### config.mk
export PLATFORM = sky130hd
export DESIGN_NAME = serial_shift_right_flat
export DESIGN_NICKNAME = d
export VERILOG_FILES = /design/src/rtl/serial_shift_right_if.sv /design/src/rtl/serial_shift_right.sv /design/src/flat_wrapper.sv
export SDC_FILE = /design/constraint.sdc
export NUM_CORES = 1
export LEC_CHECK = 0
export ABC_AREA = 1
export CAP_MARGIN = 20
export CORE_AREA = 2 2 69 71
export DETAILED_ROUTE_END_ITERATION = 10
export DIE_AREA = 0 0 71 73
export GPL_TIMING_DRIVEN = 0
export HOLD_SLACK_MARGIN = 0.05
export PLACE_DENSITY_LB_ADDON = 0.12
export SLEW_MARGIN = 15
export SYNTH_ARGS = -nofsm -noshare
export SYNTH_HDL_FRONTEND = slang
export SYNTH_SLANG_ARGS = --single-unit
### constraint.sdc
create_clock -name clock -period 1.2 [get_ports clock]
set_input_delay 0.24 -clock clock [delete_from_list [all_inputs] [get_ports clock]]
set_output_delay 0.24 -clock clock [all_outputs]
set_load 0.01 [all_outputs]
### src/rtl/serial_shift_right_if.sv
// Operand/result bundle between the ALU issue stage and the serial right shifter.
// master drives the request side; slave (the shifter) drives status and result.
interface serial_shift_right_if #(
    parameter int WIDTH   = 32,
    parameter int SHAMT_W = 5
);
    logic               Start;
    logic [1:0]         Mode;
    logic [WIDTH-1:0]   DataA;
    logic [SHAMT_W-1:0] ShiftAmount;
    logic               Busy;
    logic               Done;
    logic [WIDTH-1:0]   Result;

    modport master (
        output Start,
        output Mode,
        output DataA,
        output ShiftAmount,
        input  Busy,
        input  Done,
        input  Result
    );

    modport slave (
        input  Start,
        input  Mode,
        input  DataA,
        input  ShiftAmount,
        output Busy,
        output Done,
        output Result
    );
endinterface

### src/rtl/serial_shift_right.sv
// Purpose: serial SRL/SRA (and ROR when SERIAL_SHIFT_RIGHT_ROTATE_EN is defined), one bit per clock.
// Latency: Start accepted in cycle N -> Done pulse in cycle N+1+ShiftAmount.
// Backpressure: Start is ignored while Busy; a Start in the Done cycle is accepted back-to-back.
module serial_shift_right #(
    parameter int WIDTH   = 32,
    parameter int SHAMT_W = 5
) (
    input  logic                clock,
    input  logic                reset,
    serial_shift_right_if.slave bus
);

    typedef enum logic [1:0] {
        IDLE  = 2'd0,
        SHIFT = 2'd1,
        DONE  = 2'd2
    } state_t;

    state_t             state;
    state_t             state_nxt;
    logic [WIDTH-1:0]   result;
    logic [WIDTH-1:0]   result_nxt;
    logic [SHAMT_W-1:0] count;
    logic [SHAMT_W-1:0] count_nxt;
    logic [1:0]         mode_q;
    logic [1:0]         mode_nxt;
    logic               fill;

    always_ff @(posedge clock) begin
        if (reset) begin
            state  <= IDLE;
            result <= '0;
            count  <= '0;
            mode_q <= 2'd0;
        end else begin
            state  <= state_nxt;
            result <= result_nxt;
            count  <= count_nxt;
            mode_q <= mode_nxt;
        end
    end

    // Bit entering at the MSB on each step; reserved mode 3 behaves as SRL.
    always_comb begin
        fill = 1'b0;
        case (mode_q)
            2'd1: fill = result[WIDTH-1];
`ifdef SERIAL_SHIFT_RIGHT_ROTATE_EN
            2'd2: fill = result[0];
`else
            2'd2: fill = 1'b0;
`endif
            default: fill = 1'b0;
        endcase
    end

    always_comb begin
        state_nxt  = state;
        result_nxt = result;
        count_nxt  = count;
        mode_nxt   = mode_q;
        case (state)
            IDLE, DONE: begin
                if (bus.Start) begin
                    result_nxt = bus.DataA;
                    count_nxt  = bus.ShiftAmount;
                    mode_nxt   = bus.Mode;
                    state_nxt  = (bus.ShiftAmount != '0) ? SHIFT : DONE;
                end else if (state == DONE) begin
                    state_nxt = IDLE;
                end
            end
            SHIFT: begin
                result_nxt = {fill, result[WIDTH-1:1]};
                count_nxt  = count - SHAMT_W'(1);
                if (count == SHAMT_W'(1)) begin
                    state_nxt = DONE;
                end
            end
            default: begin
                state_nxt = IDLE;
            end
        endcase
    end

    assign bus.Busy   = (state == SHIFT);
    assign bus.Done   = (state == DONE);
    assign bus.Result = result;

endmodule

### src/flat_wrapper.sv
// flat-port wrapper written by rule: the top's interface ports become plain ports
module serial_shift_right_flat 
#(
    parameter int WIDTH   = 32,
    parameter int SHAMT_W = 5
)
  (clock, reset, bus_Start, bus_Mode, bus_DataA, bus_ShiftAmount, bus_Busy, bus_Done, bus_Result);
  serial_shift_right_if #(.WIDTH(WIDTH), .SHAMT_W(SHAMT_W)) bus_i ();
  input  logic clock;
  input  logic reset;
  input wire logic [$bits(bus_i.Start)-1:0] bus_Start;
  input wire logic [$bits(bus_i.Mode)-1:0] bus_Mode;
  input wire logic [$bits(bus_i.DataA)-1:0] bus_DataA;
  input wire logic [$bits(bus_i.ShiftAmount)-1:0] bus_ShiftAmount;
  output wire logic [$bits(bus_i.Busy)-1:0] bus_Busy;
  output wire logic [$bits(bus_i.Done)-1:0] bus_Done;
  output wire logic [$bits(bus_i.Result)-1:0] bus_Result;
  assign bus_i.Start = bus_Start;
  assign bus_i.Mode = bus_Mode;
  assign bus_i.DataA = bus_DataA;
  assign bus_i.ShiftAmount = bus_ShiftAmount;
  assign bus_Busy = bus_i.Busy;
  assign bus_Done = bus_i.Done;
  assign bus_Result = bus_i.Result;
  serial_shift_right #(.WIDTH(WIDTH), .SHAMT_W(SHAMT_W)) u_core (.clock(clock), .reset(reset), .bus(bus_i));
endmodule
* Word-level counts from Yosys, hierarchy flattened
Index checks and enable logic that the tools add are counted.
** Storage, ports and cells
- Register bits after elaboration :: 41
- Bits of input ports :: 42
- Output and inout port bits :: 34
- Logic and storage cells :: 32
** Cells by class
- $add $sub $neg :: 1
- Equality and inequality tests :: 8
- Multiplexer cells :: 10
- Reductions and logical operators :: 8
** Operators with widths (number)
- 32-bit case mux with 2 select lines :: 1
- 32-bit two-way mux :: 1
- 5-bit case mux with 2 select lines :: 1
- 2-bit two-way mux :: 4
- 2-bit AND reduction :: 3
- 5-bit by 1-bit equality test with 1-bit output (second input constant) :: 1
- 5-bit two-way mux :: 1
- 5-bit nonzero test :: 1
- 5-bit by 1-bit subtractor with 5-bit output (second input constant) :: 1
- 2-bit by 1-bit equality test with 1-bit output (second input constant) :: 2
- 2-bit != test (second input constant) :: 2
- 2-bit case mux with 2 select lines :: 1
- 3-bit != test (second input constant) :: 1
- 3-bit AND reduction :: 1
- 2-bit equality test (second input constant) :: 1
- 2-bit zero test :: 1
- 2-bit by 1-bit != test with 1-bit output (second input constant) :: 1
- 2-bit nonzero test :: 1
- 2-bit OR reduction :: 1
- 1-bit two-way mux :: 1

* Longest topological paths before layout
Gate-level depths: netlist of the first run.
- Depth after elaboration :: 4
- Depth in mapped cells :: 7
- Mapped depth without buffers :: 7

* Worst setup path before layout of the first run
OpenSTA, ideal clock, no wires.
- Path type :: register to register
- Start :: register u_core.state[0]
- End :: register u_core.result[6] (netlist: u_core.bus.Result[6])
- Setup time :: 0.119 ns
- Arrival :: 0.947 ns
- Required time :: 1.081 ns
- Path slack :: 0.134 ns
- Stages on the path, launching flop included :: 7
- Path buffers :: 2
- Period minus slack after synthesis :: 1.066 ns
- Cell sequence :: dfxtp_1 -> inv_1 -> nand2_2 -> buf_6 -> buf_6 -> nor3_1 -> nor3_2
** Between the ends
- Word-level cells in the longest chain between the ends :: 4
- Elaborated cells between the ends (all ways) :: 8
- Those cells by class :: 3 x eq/ne; 1 x mux; 4 x reduce/logical
** RTL lines
- start, declared :: RTL line serial_shift_right.sv:19 : state_t state;
- start signal, assigned :: RTL line serial_shift_right.sv:36 : state <= state_nxt;
- 2-bit equality test / 2-bit zero test (equally long branches) :: RTL line serial_shift_right.sv:62 : case (state)
- 2-bit OR reduction :: RTL line serial_shift_right.sv:62
- 2-bit != test (no source line) / 2-bit nonzero test (equally long branches)
- 2-bit AND reduction (no source line)
- end signal, assigned :: RTL line serial_shift_right.sv:37 : result <= result_nxt;
- end, declared :: RTL line serial_shift_right.sv:21 : logic [WIDTH-1:0] result;
Parallel ways exist; a longest one is shown, timed or not.
A chain may end at the register's enable or synchronous reset.

* Worst setup path after layout of the first run
- Start :: register u_core.state[1]
- End :: output port bus_Busy
** Between the ends
- Word-level cells in the longest chain between the ends :: 1
** RTL lines
- 2-bit by 1-bit equality test with 1-bit output :: RTL line serial_shift_right.sv:86 : assign bus.Busy = (state == SHIFT);
- end, declared :: RTL line flat_wrapper.sv:15 : output wire logic [$bits(bus_i.Busy)-1:0] bus_Busy;
No other way between the ends.

==> results of run 1 <==
-- worst min-delay path by stage --
stage | startpoint | end | slack [ps] | cells past startpoint
after global routing | reset | u_core.count[1] | 420 | 2
after CTS | reset | u_core.bus.Result[31] | 410 | 2
after detailed placement | u_core.mode_q[0] | u_core.mode_q[0] | 450 | 2
after floorplan | reset | u_core.bus.Result[31] | 310 | 1
after global placement | u_core.mode_q[0] | u_core.mode_q[0] | 450 | 2
final | reset | u_core.bus.Result[31] | 410 | 2
-- Yosys cell counts --
cell type                  count
sky130_fd_sc_hd__buf_6         5
sky130_fd_sc_hd__o21ai_1       4
sky130_fd_sc_hd__buf_2         4
sky130_fd_sc_hd__nor2_1       38
sky130_fd_sc_hd__ha_1          2
sky130_fd_sc_hd__nand2_1      25
sky130_fd_sc_hd__dfxtp_1      41
sky130_fd_sc_hd__buf_4         7
sky130_fd_sc_hd__o211ai_1      2
sky130_fd_sc_hd__inv_2         2
sky130_fd_sc_hd__nand2_2       2
sky130_fd_sc_hd__nor3_1       59
sky130_fd_sc_hd__nand3_1       5
sky130_fd_sc_hd__inv_1        10
sky130_fd_sc_hd__clkbuf_1      1
sky130_fd_sc_hd__o21ai_0      32
sky130_fd_sc_hd__xor2_1        1
sky130_fd_sc_hd__nand2_4       1
sky130_fd_sc_hd__nor3_2        2
sky130_fd_sc_hd__a21oi_1       9
-- repair_timing --
action | CTS | global route
setup buffers | 1 | 6
endpoints found under the setup margin | 60 | 62
pin swaps | 0 | 6
gates resized for setup | 55 | 92
-- sequential cells by signal, summed over array words and instances (netlist names) --
register	flops
u_core.bus.Result	32
u_core.count	5
u_core.mode_q	2
u_core.state	2
-- routing by layer --
| metal | vias to the layer above | wire (um) | global-route usage | part of all wire |
|---|---|---|---|---|
| li1 | 1027 | - | - | - |
| met1 | 935 | 2410 | 0.267 | 0.46 |
| met2 | 47 | 2520 | 0.320 | 0.48 |
| met3 | 7 | 253 | 0.0483 | 0.048 |
| met4 | 0 | 73 | 0.0776 | 0.014 |
| met5 | - | 0 | 0 | 0 |
-- logic make-up after synthesis --
kind of cell | Yosys count
and+or+nand+nor | 132
adders and majority gates | 2
buffers and inverters | 29
xor gates and xnor gates | 1
DFF | 41
AOI/OAI and AO/OA | 47
-- final cells by class --
cell class,instances,area [um^2]
clock inverter,3,65.1
timing repair buffer,82,774
sequential,41,828
clock buffer,5,68.8
multi-input combinational,182,1080
tap,54,67.6
inverter,12,47.5
buffer,17,201
fill,358,1410
-- power breakdown --
part	switching, mW	internal [mW]
Sequential	0.126	1.54
Clock	0.507	0.827
Combinational	0.649	0.652
Total	1.28	3.02
-- worst reg2reg max path, cell delays in order (launching register included) --
cell                      delay [ps]
sky130_fd_sc_hd__dfxtp_2         330
sky130_fd_sc_hd__inv_2            40
sky130_fd_sc_hd__nand2_4         100
sky130_fd_sc_hd__inv_4            50
sky130_fd_sc_hd__buf_4           170
sky130_fd_sc_hd__buf_12          160
sky130_fd_sc_hd__nor3_1          130
sky130_fd_sc_hd__nor3_1           60
-- metrics by stage --
step           area [um^2]  hold WS [ps]  worst slack, ps  power (mW)
3_5_place_dp          2690           450             -422        2.86
6_report              3130           409            -76.7        4.30
4_1_cts               2830           405             -112        4.11
3_3_place_gp          2690           446             -408        2.85
5_1_grt               3130           416             -129        4.52
2_1_floorplan         1870           309              134        2.29
==> results, run 1 <==
- The run finished, with violations left.
- The final reports fail on negative setup slack.
- The arrival time at the worst endpoint is 1040 ps.
- The number of nets with antenna violations after routing is 0.
- The wire length of the first global-routing pass is 8400 um.
- The net count of the finished layout is 385.
- The maximum level of the CTS H-tree is 2.
- The die is 71 um wide.
- The worst register-to-register path has a depth of 7.
- The worst setup path category is reg -> out.
- In this run the critical register-to-register path is launched from u_core.state[1].
- The sum of negative setup slack is -76.7 ps.
- Grouping stages by cell kind, the critical path spends the most delay in flip-flops.
- The clock transition time at the flip-flop clock pins of the worst setup and hold paths is 80 ps.
- Synthesis produced a netlist with a net count of 296.
- The cell count along the critical path is 5.
- The number of antenna violations at the first check in global routing was 0.
- The main combinational cell family by area after synthesis is simple AND/OR/NAND/NOR gates.
- The final count of pins violating max slew is 0.
- The maximum clock frequency is 783 MHz.
- The critical-path maximum fanout is 4.
- The mapped netlist covers 1870 um^2.
- The worst hold path class is in -> reg.
- The max-cap violation count is 0.
- The sum of buffers and inverters on the critical path is 4.
- The post-route minimum period is 1280 ps.
- The per-cell via count in the routed design is 5.09.
- Entering global routing, the biggest net connects 14 pins.
- Setup violations remaining at the end of the flow were counted as 1.
- Of the total synthesized cell area, the portion taken by AND, OR, NAND and NOR gates is 0.321.
- The critical path goes through inv_2 -> nand2_4 -> inv_4 -> buf_8 -> buf_6.
- In this run the critical register-to-register path is captured at u_core.bus.Result[21].
- The area fraction in compound gates after synthesis is 0.128.
- The post-layout instance count excluding filler cells is 396.
- Buffers placed on the I/O ports in this run total 75.
- In the routed design, unresolved DRC markers number 0.
- The number of global-route vias before repair is 1,813.
- The hold violation total from the final report is 0.
- The detailed router's first-iteration violation count is 88.
- The number of cells after detailed placement is 381.
- Setup repair after global routing could not meet its margin everywhere.
- The xor-xnor portion of the synthesized cell area is 0.00468.
- Detailed placement ended at an HPWL of 3590 um.
- The cell row count is 25.
- The area share of the leading cell type in the synthesized netlist is 0.438.
- In this run, synthesis produced a sequential element count of 41.
- Dividing the final minimum period by the clock period gives 1.06.
- During synthesis, Yosys emitted a total of 0 warnings.
- The largest single stage delay on the critical path is 330 ps.
- The buffer depth of the longest clock path is 2.
- Of the total synthesized cell area, the portion taken by full adders, half adders and majority gates is 0.0134.
- Across all setup checks in the final design, the least slack found is -76.7 ps.
- The top-level port count is 76.
- The worst setup path is captured at an output pin.
- Dividing total power by cell area gives a power density of 1370 nW/um^2.
- TritonCTS built the clock tree.
- The transition time at the pin with the least slew margin is 274 ps.
- The relative slew slack is 0.817.
- A synthesized cell averages 7.43 um^2.
- The startpoint class of the critical path is a flop.
- The leakage power of the design is 1.26 nW.
- Setup slack on the worst reg-to-reg path comes out at 60 ps.
- The sequential area share after synthesis is 0.438.
- By area the synthesized netlist is led by sky130_fd_sc_hd__dfxtp_1 44%, sky130_fd_sc_hd__nor3_1 16%, sky130_fd_sc_hd__o21ai_0 8.6%.
- The largest area contributor in the synthesized netlist is sky130_fd_sc_hd__dfxtp_1.
- Counting every sink on the clock net gives 41.
- The layout-stage area growth over the synthesis result is 67.1%.
- The overall via count from detail_route is 2,016.
- In the layout the commonest cells are 39 x sky130_fd_sc_hd__clkdlybuf4s50_1, 38 x sky130_fd_sc_hd__nor2_1, 35 x sky130_fd_sc_hd__dfxtp_1, 29 x sky130_fd_sc_hd__nor3_1, 28 x sky130_fd_sc_hd__o21ai_0.
- The endpoint of the most critical setup path is bus_Busy.
- Clock latency on the worst-skew pair, taken at its later pin, is 290 ps.
- In the synthesized netlist, the number of instances is 252.
- The detailed-routing iteration count for the pre-antenna-repair pass is 4.
- The startpoint of the worst setup timing path is u_core.state[1].
- The post-detailed-route wirelength per cell is 13.3 um.
- For this configuration, the core starts out at a cell density of 0.413.
- Measured against the total synthesized area, the mux share comes to 0.
- The critical path data required time is 960 ps.
- The routed design has 5250 um of wire.
- Measured along the y axis, the die boundary spans 73 um.
- The fraction of final layout cells sized beyond drive strength 1 is 0.246.
- The peak supply drop is 594 uV.
- The highest-delay cell along the critical path is sky130_fd_sc_hd__dfxtp_2.
- In this run, CTS created clock tree buffers numbering 5.
- The tree is rooted in a sky130_fd_sc_hd__clkbuf_8.
- The global route total overflow is 0.
- For this run, the share of the core covered by cells in the final layout is 0.690.
- The floorplan die area is 5180 um^2.
- Leaving out fill and tap cells, the most frequent cell in the layout is sky130_fd_sc_hd__clkdlybuf4s50_1.
- For the final database, setup skew stands at 5.49 ps.
- The combined global-route utilization of all metal layers is 0.202.
- The count of inserted antenna diode cells is 0.
- The number of hold-repair buffers added at the cts stage is 0.
- The core region is 4540 um^2.
- The weighted congestion at the end of routability-driven global placement is 0.747.
- Synthesis instantiated 20 different standard cells from the library.
No activity file was read; power rests on OpenSTA's default activity.
==> run 2, diff against run 1 <==
--- a/config.mk
+++ b/config.mk
@@ -7,9 +7,10 @@
 export LEC_CHECK = 0
 export ABC_AREA = 1
 export CAP_MARGIN = 20
-export CORE_AREA = 2 2 69 71
+export CORE_AREA = 2 2 59 61
 export DETAILED_ROUTE_END_ITERATION = 10
-export DIE_AREA = 0 0 71 73
+export DIE_AREA = 0 0 61 63
+export DONT_BUFFER_PORTS = 1
 export GPL_TIMING_DRIVEN = 0
 export HOLD_SLACK_MARGIN = 0.05
 export PLACE_DENSITY_LB_ADDON = 0.12
==> run 2 against run 1 <==
Net effect:
- the run still ends with negative setup slack left
- die area shrank 26%
- critical path depth shrank 1
- first-iteration DRC count grew 26%
- flip-flop and latch count is the same
- clock power shrank 29%
- combinational power shrank 36%
- total power shrank 18%
- largest cell class unchanged
==> results, run 2 (synthesized netlist as in run 1, its figures left out) <==
- The clock tree from TritonCTS is built (unchanged).
- The clock network power share came to 0.268 (was 0.310).
- The startpoint class of the critical path is a flop (unchanged).
- The max-cap violation count was 0 (unchanged).
- The transition time at the pin with the least slew margin is 264 ps (was 274 ps).
- The clock sink count was 41 (unchanged).
- The sum of buffers and inverters on the critical path is 3 (was 4).
- The net count of the finished layout is 313 (was 385).
- The post-detailed-route wirelength per cell is 14.1 um (was 13.3 um).
- The relative slew slack was 0.823 (was 0.817).
- The peak supply drop is 1060 uV (was 594 uV).
- The weighted congestion at the end of routability-driven global placement is 0.751 (was 0.747).
- The register share of total power is 0.497 (was 0.387).
- The cell row count was 21 (was 25).
- The type of destination of the critical path is an output pin (unchanged).
- The post-detailed-routing wire length is 4450 um (was 5250 um).
- The final period utilization is 1.05 (was 1.06).
- The number of flip-flops in the largest register is 32 (unchanged).
- The design internal power is 2.40 mW (was 3.02 mW).
- The number of global-route vias before repair is 1,675 (was 1,813).
- Commonest cells after routing, fill and taps aside: 40 x sky130_fd_sc_hd__nor3_1, 38 x sky130_fd_sc_hd__nor2_1, 37 x sky130_fd_sc_hd__dfxtp_1, 28 x sky130_fd_sc_hd__o21ai_0, 25 x sky130_fd_sc_hd__nand2_1 (was 39 x sky130_fd_sc_hd__clkdlybuf4s50_1, 38 x sky130_fd_sc_hd__nor2_1, 35 x sky130_fd_sc_hd__dfxtp_1, 29 x sky130_fd_sc_hd__nor3_1, 28 x sky130_fd_sc_hd__o21ai_0).
- The overall via count from detail_route was 1,733 (was 2,016).
- The layout-stage area growth over the synthesis result is 22.6% (was 67.1%).
- The clock insertion delay at the later pin of the skew report is 350 ps (was 290 ps).
- The number of nets with antenna violations after routing is 0 (unchanged).
- The worst setup path category is reg -> out (unchanged).
- The number of antenna violations at the first check in global routing is 0 (unchanged).
- The overall power after layout is 3.52 mW (was 4.30 mW).
- The floorplan die area was 3840 um^2 (was 5180 um^2).
- The end of the worst hold path was u_core.bus.Result[14] (was u_core.bus.Result[31]).
- The arrival time at the worst endpoint came to 1020 ps (was 1040 ps).
- The fraction of final layout cells sized beyond drive strength 1 is 0.222 (was 0.246).
- The detailed-routing iteration count for the pre-antenna-repair pass was 4 (unchanged).
- The top-level port count is 76 (unchanged).
- The buffer depth of the longest clock path is 2 (unchanged).
- The switching share of power is 0.317 (was 0.298).
- The total clock buffers created by CTS is 5 (unchanged).
- The overall die width is 61 um (was 71 um).
- The leakage power of the design is 0.893 nW (was 1.26 nW).
- The hold violation total from the final report came to 0 (unchanged).
- The detailed router's first-iteration violation count is 111 (was 88).
- The register-to-register path setup slack is 30 ps (was 60 ps).
- The worst hold path depth is 2 (unchanged).
- The half-perimeter wire length of the detailed placement result is 3110 um (was 3590 um).
- The per-cell via count in the routed design is 5.48 (was 5.09).
- The total of buffers placed on input and output ports is 0 (was 75).
- The worst hold path class is in -> reg (unchanged).
- The count of cells along the worst register-to-register path was 6 (was 7).
- The global route total overflow is 0 (unchanged).
- The origin of the critical flop-to-flop path is u_core.state[0] (was u_core.state[1]).
- The post-route minimum period is 1260 ps (was 1280 ps).
- The count of inserted antenna diode cells is 0 (unchanged).
- The final number of setup-violating endpoints is 1 (unchanged).
- The clock transition time at the flip-flop clock pins of the worst setup and hold paths came to 120 ps (was 80 ps).
- The effective utilization at floorplan is 0.580 (was 0.413).
- The y dimension of the die came to 63 um (was 73 um).
- The combined global-route utilization of all metal layers was 0.250 (was 0.202).
- Failing checks: negative setup slack (unchanged).
- The critical path data required time came to 960 ps (about the same).
- The endpoint of the worst register-to-register path was u_core.bus.Result[13] (was u_core.bus.Result[21]).
- The wire length of the first global-routing pass is 7320 um (was 8400 um).
- The setup slack after layout is -64.9 ps (was -76.7 ps).
- The biggest cell delay along the critical path is 330 ps (about the same).
- The post-placement worst setup slack is 24.6 ps (was -422 ps).
- The library cell used as clock root buffer is sky130_fd_sc_hd__clkbuf_4 (was sky130_fd_sc_hd__clkbuf_8).
- The highest-delay cell along the critical path is sky130_fd_sc_hd__dfxtp_2 (unchanged).
- The relative contribution of combinational cells to total power is 0.235 (was 0.303).
- The maximum clock frequency is 791 MHz (was 783 MHz).
- Setup repair after global routing missed its margin: yes (unchanged).
- The leading cell type in the layout, fill and taps excluded was sky130_fd_sc_hd__nor3_1 (was sky130_fd_sc_hd__clkdlybuf4s50_1).
- The critical-path maximum fanout is 5 (was 4).
- The worst setup skew after layout is 5.79 ps (was 5.49 ps).
- The maximum level of the CTS H-tree is 2 (unchanged).
- The core area is 3230 um^2 (was 4540 um^2).
- The number of DRC violations after detailed routing was 0 (unchanged).
- The pin count of the biggest net entering global routing is 13 (was 14).
- The family with the most delay on the worst path is flip-flops (unchanged).
- The launch instance of the worst min-delay path is bus_DataA[14] (was reset).
- The power density of the placed cells was 1530 nW/um^2 (was 1370 nW/um^2).
- Status: finished with violations (unchanged).
- The switching power of the nets is 1.12 mW (was 1.28 mW).
- The final count of pins violating max slew is 0 (unchanged).
- The core occupancy in the finished layout is 0.711 (was 0.690).
- Worst path cell trace: inv_2 -> nand2_4 -> inv_4 -> buf_8 (was inv_2 -> nand2_4 -> inv_4 -> buf_8 -> buf_6).
[run 2: cell types whose count changed in the layout (fill, tap and decap cells not counted), moves of 3 or more]
| cell | before | now |
|---|---|---|
| sky130_fd_sc_hd__clkbuf_4 | 0 | 5 |
| sky130_fd_sc_hd__clkdlybuf4s15_1 | 23 | 0 |
| sky130_fd_sc_hd__dlygate4sd2_1 | 6 | 0 |
| sky130_fd_sc_hd__nor3_1 | 29 | 40 |
| sky130_fd_sc_hd__clkdlybuf4s50_1 | 39 | 0 |
| sky130_fd_sc_hd__nor3_4 | 5 | 2 |
| sky130_fd_sc_hd__clkbuf_2 | 4 | 0 |
| sky130_fd_sc_hd__buf_4 | 8 | 5 |
| sky130_fd_sc_hd__clkbuf_8 | 5 | 1 |
| sky130_fd_sc_hd__nor3_2 | 27 | 19 |
| sky130_fd_sc_hd__dlygate4sd3_1 | 0 | 6 |
[run 2: power by group through the flow]
stage	sequential, mW	clock [mW]	combinational (mW)
floorplan	1.74	0	0.557
global placement	1.77	0	0.663
detailed placement	1.78	0	0.672
CTS	1.75	0.968	0.742
global route	1.77	1.01	0.940
finish	1.75	0.943	0.828
[run 2: worst max-delay path by stage]
stage / to / start / cells after the start
final: bus_Busy / u_core.state[1] / 4
after global routing: bus_Busy / u_core.state[1] / 4
after CTS: bus_Busy / u_core.state[1] / 4
after detailed placement: u_core.bus.Result[25] / u_core.state[0] / 6
after global placement: u_core.bus.Result[14] / u_core.state[1] / 5
after floorplan: u_core.bus.Result[6] / u_core.state[0] / 6
[run 2: layer usage]
layer  vias to the layer above  share of wire  global-route usage
met5                         -              0                   0
met1                       785           0.45               0.313
li1                        887              -                   -
met4                         0          0.011              0.0652
met3                         6          0.077              0.0932
met2                        55           0.46               0.399
[run 2: area by class of cell]
cell class / instances / area, um^2
timing repair buffer: 10 / 90.1
buffer: 17 / 191
clock inverter: 1 / 30.0
clock buffer: 7 / 55.1
inverter: 12 / 47.5
multi-input combinational: 182 / 1000
fill: 277 / 935
sequential: 41 / 826
tap: 46 / 57.6
[run 2: metrics by stage]
step / area, um^2 / hold slack (ps) / TNS, ps / instances
after floorplan: 1870 / 309 / 0 / 252
after detailed placement: 1930 / 312 / 0 / 298
final: 2300 / 50.5 / -64.9 / 316
after CTS: 2130 / 55.4 / -80.4 / 313
after global placement: 1930 / 311 / 0 / 298
after global routing: 2300 / 44.4 / -498 / 316
[run 2: worst register-to-register path, stage by stage (launching register included)]
cell	delay [ps]
sky130_fd_sc_hd__dfxtp_2	360
sky130_fd_sc_hd__inv_1	60
sky130_fd_sc_hd__nand2_2	90
sky130_fd_sc_hd__buf_8	160
sky130_fd_sc_hd__buf_6	150
sky130_fd_sc_hd__nor3_1	190
sky130_fd_sc_hd__nor3_1	60
[run 2: what timing repair did]
| item | 4_1_cts | 5_1_grt |
|---|---|---|
| hold endpoints to repair | 8 | 1 |
| hold buffers | 5 | 1 |
| setup buffers | 1 | 3 |
| setup endpoints to repair | 1 | 32 |
| gates resized for setup | 9 | 43 |
| gates cloned | 1 | 0 |
| pin swaps | 0 | 5 |
==> run 3, diff against run 2 <==
--- a/config.mk
+++ b/config.mk
@@ -8,12 +8,15 @@
 export ABC_AREA = 1
 export CAP_MARGIN = 20
 export CORE_AREA = 2 2 59 61
+export CTS_CLUSTER_DIAMETER = 120
 export DETAILED_ROUTE_END_ITERATION = 10
 export DIE_AREA = 0 0 61 63
 export DONT_BUFFER_PORTS = 1
 export GPL_TIMING_DRIVEN = 0
 export HOLD_SLACK_MARGIN = 0.05
 export PLACE_DENSITY_LB_ADDON = 0.12
+export RECOVER_POWER = 50
+export SKIP_LAST_GASP = 1
 export SLEW_MARGIN = 15
 export SYNTH_ARGS = -nofsm -noshare
 export SYNTH_HDL_FRONTEND = slang
==> run 3 against run 2 <==
Net effect:
- the run still ends with negative setup slack left
- non-clock buffer count down 1
- critical path depth unchanged
- clock power up 1%
- cell count down 0.32%
- via count up 1.5%
==> results, run 3 (synthesized netlist as in run 1, its figures left out) <==
- The number of nets with antenna violations after routing came to 0 (unchanged).
- The max-cap violation count is 0 (unchanged).
- The arrival time at the worst endpoint is 1020 ps (about the same).
- The clock sink count was 41 (unchanged).
- The clock insertion delay at the later pin of the skew report is 350 ps (about the same).
- The startpoint class of the critical path is a flop (unchanged).
- The maximum clock frequency is 796 MHz (was 791 MHz).
- The number of global-route vias before repair is 1,660 (was 1,675).
- The worst setup skew after layout was 7.52 ps (was 5.79 ps).
- The highest-delay cell along the critical path is sky130_fd_sc_hd__dfxtp_1 (was sky130_fd_sc_hd__dfxtp_2).
- The total of buffers placed on input and output ports is 0 (unchanged).
- The layout-stage area growth over the synthesis result came to 21.8% (was 22.6%).
- The weighted congestion at the end of routability-driven global placement came to 0.751 (unchanged).
- The setup slack after layout is -56.7 ps (was -64.9 ps).
- The leakage power of the design is 0.893 nW (about the same).
- The overall via count from detail_route is 1,759 (was 1,733).
- The transition time at the pin with the least slew margin is 261 ps (was 264 ps).
- The post-route minimum period is 1260 ps (about the same).
- The worst hold path class is in -> reg (unchanged).
- The net count of the finished layout is 312 (was 313).
- The library cell used as clock root buffer is sky130_fd_sc_hd__clkbuf_4 (unchanged).
- The power density of the placed cells was 1550 nW/um^2 (was 1530 nW/um^2).
- The count of cells along the worst register-to-register path is 6 (unchanged).
- The number of flip-flops in the largest register is 32 (unchanged).
- The post-placement cell area is 1930 um^2 (unchanged).
- The layer carrying the most global-route usage is met2 (unchanged).
- The number of DRC violations after detailed routing was 0 (unchanged).
- Status: finished with violations (unchanged).
- The family with the most delay on the worst path is flip-flops (unchanged).
- The pin count of the biggest net entering global routing is 13 (unchanged).
- The total clock buffers created by CTS is 5 (unchanged).
- The cell area after layout is 2280 um^2 (was 2300 um^2).
- The detailed-routing iteration count for the pre-antenna-repair pass is 4 (unchanged).
- Failing checks: negative setup slack (unchanged).
- The overall power after layout came to 3.53 mW (was 3.52 mW).
- The count of inserted antenna diode cells is 0 (unchanged).
- The clock tree from TritonCTS was built (unchanged).
- The detailed router's first-iteration violation count is 113 (was 111).
- The critical-path maximum fanout was 5 (unchanged).
- The relative slew slack was 0.825 (was 0.823).
- The cell row count is 21 (unchanged).
- The core area is 3230 um^2 (unchanged).
- The clock transition time at the flip-flop clock pins of the worst setup and hold paths was 120 ps (about the same).
- The post-detailed-routing wire length is 4560 um (was 4450 um).
- The final count of pins violating max slew is 0 (unchanged).
- The leading cell type in the layout, fill and taps excluded was sky130_fd_sc_hd__nor3_1 (unchanged).
- The half-perimeter wire length of the detailed placement result is 3110 um (unchanged).
- The number of antenna violations at the first check in global routing is 0 (unchanged).
- The met1 global-route usage came to 0.309 (was 0.313).
- The post-detailed-route wirelength per cell is 14.5 um (was 14.1 um).
- The met2 capacity usage during global routing is 0.401 (was 0.399).
- The combined global-route utilization of all metal layers was 0.250 (unchanged).
- The biggest cell delay along the critical path is 320 ps (was 330 ps).
- The sum of buffers and inverters on the critical path is 3 (unchanged).
- The core occupancy in the finished layout was 0.706 (was 0.711).
- The y dimension of the die was 63 um (unchanged).
- The cell count along the critical path came to 4 (unchanged).
- The effective utilization at floorplan is 0.580 (unchanged).
- The peak supply drop is 1010 uV (was 1060 uV).
- The maximum level of the CTS H-tree is 2 (unchanged).
- Worst path cell trace: inv_2 -> nand2_4 -> inv_4 -> buf_8 (unchanged).
- Commonest cells after routing, fill and taps aside: 43 x sky130_fd_sc_hd__nor3_1, 38 x sky130_fd_sc_hd__nor2_1, 38 x sky130_fd_sc_hd__dfxtp_1, 30 x sky130_fd_sc_hd__o21ai_0, 25 x sky130_fd_sc_hd__nand2_1 (was 40 x sky130_fd_sc_hd__nor3_1, 38 x sky130_fd_sc_hd__nor2_1, 37 x sky130_fd_sc_hd__dfxtp_1, 28 x sky130_fd_sc_hd__o21ai_0, 25 x sky130_fd_sc_hd__nand2_1).
- The fraction of met3 tracks used by global routing is 0.0973 (was 0.0932).
- Setup repair after global routing missed its margin: yes (unchanged).
- The fraction of final layout cells sized beyond drive strength 1 is 0.208 (was 0.222).
- The worst hold path depth is 2 (unchanged).
- The worst setup path category is reg -> out (unchanged).
- The buffer depth of the longest clock path is 2 (unchanged).
- The overall die width came to 61 um (unchanged).
- The floorplan die area is 3840 um^2 (unchanged).
- The final period utilization came to 1.05 (about the same).
- The per-cell via count in the routed design came to 5.58 (was 5.48).
- The final number of setup-violating endpoints is 1 (unchanged).
- The type of destination of the critical path is an output pin (unchanged).
- The top-level port count is 76 (unchanged).
- The global route total overflow is 0 (unchanged).
- The wire length of the first global-routing pass is 7310 um (was 7320 um).
- The hold violation total from the final report is 0 (unchanged).
- The critical path data required time is 960 ps (about the same).
-- run 3: power breakdown --
part / internal, mW / switching, mW / leakage (nW)
sequential: 1.54 / 0.210 / 0.341
clock: 0.498 / 0.454 / 0.0455
combinational: 0.378 / 0.453 / 0.507
total: 2.41 / 1.12 / 0.893
-- run 3: final timing paths --
kind | startpoint | endpoint | slack, ps
max | u_core.state[1] | bus_Busy | -60
min | bus_DataA[28] | u_core.bus.Result[28] | 60
max reg2reg | u_core.state[0] | u_core.bus.Result[6] | 30
min reg2reg | u_core.mode_q[0] | u_core.mode_q[0] | 470
-- run 3: area by class of cell --
type / instances / area (um^2)
fillers: 279 / 950
inverters: 12 / 47.5
well taps: 46 / 57.6
flip-flops and latches: 41 / 825
repair buffers: 9 / 105
plain buffers: 17 / 184
clock buffers: 7 / 55.1
multi-input cells: 182 / 978
clock inverters: 1 / 30.0
-- run 3: timing repair --
item / 4_1_cts / 5_1_grt
pin swaps: 0 / 4
resized for setup: 6 / 39
cloned: 1 / 0
setup endpoints to repair: 1 / 32
hold buffers: 3 / 2
hold endpoints to repair: 6 / 2
setup buffers: 1 / 2
-- run 3: layer usage --
layer | wire length, um | vias to the layer above
met2 | 2130 | 64
li1 | - | 889
met5 | 0 | -
met1 | 1970 | 800
met4 | 50 | 0
met3 | 405 | 6
-- run 3: through the flow --
step / worst slack [ps] / hold WS [ps] / setup TNS (ps) / std cells
floorplan: 134 / 309 / 0 / 252
finish: -56.7 / 58.1 / -56.7 / 315
detailed placement: 24.6 / 312 / 0 / 298
global placement: 25.3 / 311 / 0 / 298
CTS: -72.7 / 55.4 / -102 / 311
global route: -124 / 48.9 / -609 / 315
